[src/rtl/error_angle_array.sv]
// Array of independent signed error-angle counters. Each channel accumulates
// +1/-1 commands, can bleed itself back toward zero at reference-phase sample
// instants, and reports its sign as registered levels and one-cycle pulse gates.
module error_angle_array #(
    parameter int CHANNELS = 5,
    parameter int WIDTH    = 9
) (
    input  logic                        clk,
    input  logic                        rst,
    input  logic                        ref_strobe,
    input  logic                        ao,
    input  logic                        del0,
    input  logic [CHANNELS-1:0]         inc_p,
    input  logic [CHANNELS-1:0]         inc_m,
    input  logic [CHANNELS-1:0]         clr,
    input  logic [CHANNELS-1:0]         drain,
    output logic [CHANNELS-1:0]         up_lvl,
    output logic [CHANNELS-1:0]         dn_lvl,
    output logic [CHANNELS-1:0]         pg_p,
    output logic [CHANNELS-1:0]         pg_m,
    output logic [CHANNELS*WIDTH-1:0]   err,
    output logic [CHANNELS-1:0]         sat
);

    // Two guard bits keep err + inc_p - inc_m + drain free of wraparound.
    localparam int EXT_W = WIDTH + 2;
    localparam logic signed [EXT_W-1:0] MAX_EXT = EXT_W'((1 << (WIDTH - 1)) - 1);
    localparam logic signed [EXT_W-1:0] MIN_EXT = -MAX_EXT;
    localparam logic signed [EXT_W-1:0] ONE     = EXT_W'(1);

    // True when the extended sum lies outside the symmetric counter range.
    function automatic logic over_range(input logic signed [EXT_W-1:0] v);
        return (v > MAX_EXT) || (v < MIN_EXT);
    endfunction

    // Symmetric clamp: the most-negative two's-complement code is never produced,
    // so the counter magnitude is identical in both directions.
    function automatic logic signed [WIDTH-1:0] sat_clamp(input logic signed [EXT_W-1:0] v);
        logic signed [EXT_W-1:0] c;
        if (v > MAX_EXT)
            c = MAX_EXT;
        else if (v < MIN_EXT)
            c = MIN_EXT;
        else
            c = v;
        return c[WIDTH-1:0];
    endfunction

    logic sample;
    logic pulse_en;

    // Shared sample qualification: a reference strobe only counts while the
    // analog output is enabled; del0 additionally gates pulses and draining.
    always_comb begin
        sample   = ref_strobe & ao;
        pulse_en = ref_strobe & ao & ~del0;
    end

    for (genvar i = 0; i < CHANNELS; i++) begin : g_ch
        logic signed [WIDTH-1:0] err_q;
        logic                    sat_q;
        logic                    up_q;
        logic                    dn_q;
        logic                    pgp_q;
        logic                    pgm_q;
        logic                    err_pos;
        logic                    err_neg;
        logic signed [EXT_W-1:0] err_ext;
        logic signed [EXT_W-1:0] delta;
        logic signed [EXT_W-1:0] sum;

        // Sign decode of the pre-edge counter and the net step for this edge.
        always_comb begin
            err_neg = err_q[WIDTH-1];
            err_pos = !err_q[WIDTH-1] && (err_q != '0);
            err_ext = {{2{err_q[WIDTH-1]}}, err_q};
            delta   = '0;
            if (inc_p[i])
                delta = delta + ONE;
            if (inc_m[i])
                delta = delta - ONE;
            if (pulse_en && drain[i]) begin
                if (err_pos)
                    delta = delta - ONE;
                else if (err_neg)
                    delta = delta + ONE;
            end
            sum = err_ext + delta;
        end

        // Counter, sticky saturation flag, sign levels and pulse gates.
        always_ff @(posedge clk) begin
            if (rst) begin
                err_q <= '0;
                sat_q <= 1'b0;
                up_q  <= 1'b0;
                dn_q  <= 1'b0;
                pgp_q <= 1'b0;
                pgm_q <= 1'b0;
            end else begin
                if (clr[i]) begin
                    err_q <= '0;
                    sat_q <= 1'b0;
                end else begin
                    err_q <= sat_clamp(sum);
                    if (over_range(sum))
                        sat_q <= 1'b1;
                end

                if (!ao) begin
                    up_q <= 1'b0;
                    dn_q <= 1'b0;
                end else if (sample) begin
                    up_q <= err_pos;
                    dn_q <= err_neg;
                end

                pgp_q <= pulse_en & err_pos;
                pgm_q <= pulse_en & err_neg;
            end
        end

        assign err[i*WIDTH +: WIDTH] = err_q;
        assign sat[i]    = sat_q;
        assign up_lvl[i] = up_q;
        assign dn_lvl[i] = dn_q;
        assign pg_p[i]   = pgp_q;
        assign pg_m[i]   = pgm_q;
    end

endmodule

[config.mk]
export PLATFORM = sky130hd
export DESIGN_NAME = error_angle_array
export DESIGN_NICKNAME = d
export VERILOG_FILES = /design/src/rtl/error_angle_array.sv
export SDC_FILE = /design/constraint.sdc
export NUM_CORES = 1
export LEC_CHECK = 0
export CELL_PAD_IN_SITES_DETAIL_PLACEMENT = 0
export CELL_PAD_IN_SITES_GLOBAL_PLACEMENT = 1
export CORE_MARGIN = 2
export CORE_UTILIZATION = 35
export CTS_BUF_LIST = sky130_fd_sc_hd__clkbuf_2 sky130_fd_sc_hd__clkbuf_4 sky130_fd_sc_hd__clkbuf_8
export CTS_CLUSTER_DIAMETER = 30
export CTS_CLUSTER_SIZE = 30
export DETAILED_ROUTE_END_ITERATION = 8
export PLACE_DENSITY_LB_ADDON = 0.1
export SLEW_MARGIN = 40
export SYNTH_ARGS = -nofsm -noshare
export SYNTH_HDL_FRONTEND = slang
export SYNTH_SLANG_ARGS = --single-unit
[constraint.sdc]
create_clock -name clk -period 4.8 [get_ports clk]
set_input_delay 0.72 -clock clk [delete_from_list [all_inputs] [get_ports clk]]
set_output_delay 0.72 -clock clk [all_outputs]
set_load 0.02 [all_outputs]
# == Word-level counts from Yosys, hierarchy flattened ==
# Index checks and enable logic that the tools add are counted.
# op_classes
bitwise,14
n_lt_le_gt_ge,10
n_addsub,20
n_mux,35
n_reduce_logical,36
# op_table
op,n
11-bit two-way mux,20
11-bit by 2-bit subtractor with 11-bit output (second input constant),10
11-bit by 2-bit adder with 11-bit output (second input constant),5
9-bit by 11-bit adder with 11-bit output,5
11-bit by 9-bit greater-than comparator with 1-bit output (second input constant),5
11-bit by 9-bit < comparator with 1-bit output (second input constant),5
9-bit two-way mux,5
9-bit nonzero test,5
8-bit two-way mux,5
3-bit OR reduction,5
1-bit AND,12
2-bit OR reduction,6
1-bit logical AND,10
1-bit logical NOT,5
1-bit logical OR,5
1-bit two-way mux,5
1-bit NOT,2
# totals
in_bits,25
ff_bits,70
out_inout_bits,70
elab_cells,150

# == Logic depth before layout (Yosys ltp) ==
# depth
depth_word,11
mapped_depth,17
ltp_nobuf,16

# == Worst setup path before layout ==
# Ideal clock, no wire load.
# synth_path
path_type,input to register
startpoint,in ref_strobe
endpoint,reg g_ch[3].err_q[6]
arrival_time_ns,4.032
slack_ns,0.642
required_ns,4.675
setup_ns,0.125
path_buffers,1
cell_stages,16
cell_sequence,nand2_1 nor2_1 clkbuf_1 nand2_1 nor3_1 a21oi_1 o21ai_0 ha_1 a211oi_1 o21a_1 o21bai_1 a21oi_1 a21oi_1 o221ai_1 a311o_1 a21oi_1
# synth_via
elab_chain_cells,8
word_cells_on_any_way,9
classes_between,1 x add/sub; 2 x order compare; 3 x mux; 2 x bitwise; 1 x reduce/logical
# synth_rtl
element,line_no,source
"start, declared",10,"input logic ref_strobe,"
1-bit AND (*) (2 in series),56,pulse_en = ref_strobe & ao & ~del0;
1-bit logical AND (*),82,if (pulse_en && drain[i]) begin
11-bit two-way mux (*),82,
9-bit by 11-bit adder with 11-bit output (*),88,sum = err_ext + delta;
11-bit by 9-bit < comparator with 1-bit output,42,else if (v < MIN_EXT)
9-bit two-way mux,42,
8-bit two-way mux (*),40,if (v > MAX_EXT)
"end signal, assigned",105,err_q <= sat_clamp(sum);
"end, declared",60,logic signed [WIDTH-1:0] err_q;
# Mark *: on every way between the ends. The rest lies on a longest branch, timed or not.
# A chain may end at the register's enable or synchronous reset.

# == Worst setup path in the final report ==
# layout_path
startpoint,in ao
endpoint,reg g_ch[2].err_q[0]
# layout_via
elab_chain_cells,8
word_cells_on_any_way,9
classes_between,1 x add/sub; 2 x order compare; 3 x mux; 2 x bitwise; 1 x reduce/logical
# layout_rtl
element,line_no,source
"start, declared",11,"input logic ao,"
1-bit AND (*) (2 in series),56,
1-bit logical AND (*),82,
11-bit two-way mux (*),82,
9-bit by 11-bit adder with 11-bit output (*),88,
11-bit by 9-bit < comparator with 1-bit output,42,
9-bit two-way mux,42,
8-bit two-way mux (*),40,
"end signal, assigned",105,
"end, declared",60,
# Marked as above.

==> reports/qor.txt <==
Max FO, Critical Path: 9
Worst-Skew Late Latency: 0.37 ns
sequential share of the synthesized area: 0.2543
Total Wirelength: 15,040 um
vias: 5,120
Fillers: 1,547
Max Fclk: 224.1 MHz
Yosys top cell by area: dfxtp_1
PortBufs: 94
Final setup viols: 0
pin slew with the least headroom to its limit: 0.5469 ns
Pleak: 2.914 nW
Placed Instances: 943
Post-Layout Cell Count: 956
Syn Inst Count: 658
syn_area_per_cell: 8.376 um2
number of global-route vias before repair: 4,866
Final Hold Vio Count: 0
initial antenna violation count: 0
Starting Density: 0.3599
Tmin final: 4.462 ns
drt pass-1 iters: 5
grt ovf: 0
slew margin rel.: 0.6326
Post-synth EDFFs: 0
nature of the critical path startpoint: input port
post_cts resized: 0
R2R setup slack: 0.52 ns
Worst Setup SP: ao
I/O Pins: 95
diode count: 0
max cap viols: 0
dpl hpwl: 11,850 um
final worst path period share: 0.9296
largest net degree at the start of global routing: 17
DRT iter0 DRCs: 296
crit path DAT: 4.78 ns
Worst Skew: 0.005767 ns
post-synth net total: 753
asr flop ratio synth: 0
cell area after layout: 6743 um2
Die ar.: 16,770 um2
CP required: 5.12 ns
hold slack: 0.4724 ns
first-pass GRT wire length: 23,960 um
main flop type after synthesis: dfxtp_1
# rows: 45
Power Density: 547.6 nW/um2
synthesis-to-finish area growth: 22.34%
Design Power: 3.693 mW
share of cells above drive strength 1: 0.05906
Clock Tree Root: clkbuf_8
Die W: 129.5 um
unrepaired setup endpoints after global routing: false
Worst-path clk slew: 0.07 ns
Netlist cell types: 67
Overall Global Routing Usage: 0.1812
post-CTS setup buffer count: 0
clk sinks: 70
reg-to-reg startpoint: g_ch[3].err_q[4]
worst hold start: g_ch[1].sat_q
dpl ws: -0.05731 ns
clk buf depth: 2
CTS Hold Buffers Added: 0
Setup crit end kind: flop
synth top area cells: dfxtp_1, ha_1, nor2_1
Peak supply drop: 238.8 uV
Yosys top cell area share: 0.2543
TritonCTS clock tree: done
Hold WC Path Type: flop to flop
vias per cell: 5.356
Post-route DRC: 0
CTS Buf Count: 9
status: complete, no violations
Mapped Area: 5512 um2
die span in y: 129.5 um
Warnings, synthesis: 0
Core ar.: 15,310 um2
max-slew violation count: 0
critical path class: input port to flop
H-tree level count: 3
DP Area: 6591 um2
# nets final: 838
setup ws final: 0.3381 ns
Seq cells post-synth: 70
ANT nets after route: 0
WL per Instance: 15.74 um
Final GP Congestion: 0.8321
## power by group
part	switching (mW)	internal (mW)	total, mW	leakage, nW
clock	0.229	0.182	0.411	0.0810
combinational	1.39	1.03	2.42	2.26
sequential	0.138	0.720	0.858	0.573
total	1.76	1.94	3.69	2.91
## registers in the layout, summed over array words and instances, names as in the netlist
signal and flops:
g_ch.pgp_q 5, g_ch.sat_q 5, g_ch.dn_q 5, g_ch.pgm_q 5, g_ch.up_q 5, g_ch.err_q 45
## path summary, 6_finish.rpt
check,endpoint,depth (start not counted)
max reg2reg,g_ch[3].err_q[0],15
max,g_ch[2].err_q[0],18
min,g_ch[1].sat_q,1
min reg2reg,g_ch[1].sat_q,1
## layout make-up
class | instances | area (um2) | share of cell area
inverters | 35 | 131.4 | 0.01948
clock inverters | 3 | 15.01 | 0.002227
well taps | 211 | 264.0 | 0.03915
clock buffers | 10 | 131.4 | 0.01948
repair buffers | 109 | 1049 | 0.1555
multi-input cells | 518 | 3751 | 0.5563
flip-flops and latches | 70 | 1401 | 0.2078
## synthesized netlist by cell type (12+ instances only)
master,count
dfxtp_1,70
ha_1,65
nor2_1,56
nand2_1,43
a21oi_1,38
inv_1,35
nor3_1,32
buf_4,25
o21a_1,19
o21ai_1,19
o21ai_0,17
xor2_1,14
a21o_1,13
mux2i_1,12
xnor2_1,12
## cell families (layout without fill, tap and decap cells)
logic type,after synthesis,in the layout,share of synthesized area
AO/OA/AOI/OAI,192,192,0.2490
XOR/XNOR,28,28,0.04722
adder cells (fa/ha/maj),70,70,0.1657
buffers and inverters,70,157,0.06606
flip-flops,70,70,0.2543
multiplexers,14,14,0.02588
AND/OR/NAND/NOR,214,214,0.1918
## through the flow
| step | TNS [ns] | util |
|---|---|---|
| floorplan | 0 | - |
| global placement | 0 | 0.4307 |
| detailed placement | -0.09955 | 0.4304 |
| CTS | 0 | 0.4400 |
| global route | 0 | 0.4403 |
| finish | 0 | 0.4403 |
## critical path, cell delays in order
cell,delay [ns]
clkdlybuf4s50_1,0.49
nand2_1,0.08
nor2_1,0.27
buf_4,0.23
nand2_1,0.08
nor3_1,0.17
a21oi_1,0.05
o21ai_0,0.23
buf_4,0.22
ha_1,0.29
a211oi_2,0.31
o21ai_1,0.12
a21oi_1,0.18
xor2_1,0.25
o2111ai_1,0.22
a32o_1,0.27
a211oi_1,0.41
o21a_1,0.17
## cells in the final DEF, fill, tap and decap left out, types with 8 or more instances in the layout
master,Yosys,final
a21o_1,13,13
a21oi_1,38,38
and2_1,8,8
buf_4,25,15
clkbuf_8,0,9
clkdlybuf4s50_1,0,93
dfxtp_1,70,70
ha_1,65,65
inv_1,35,35
mux2i_1,12,12
nand2_1,43,43
nand3_1,11,11
nor2_1,56,56
nor3_1,32,32
o21a_1,19,19
o21ai_0,17,17
o21ai_1,19,19
or3_1,8,8
or4_1,11,11
xnor2_1,12,12
xor2_1,14,14
## routing by layer
metal | share of wire | GRT usage
met1 | 0.47 | 0.2351
met2 | 0.47 | 0.2991
met3 | 0.040 | 0.03509
met4 | 0.021 | 0.06831
met5 | 0 | 0
Power figures use the tool's default switching activity.
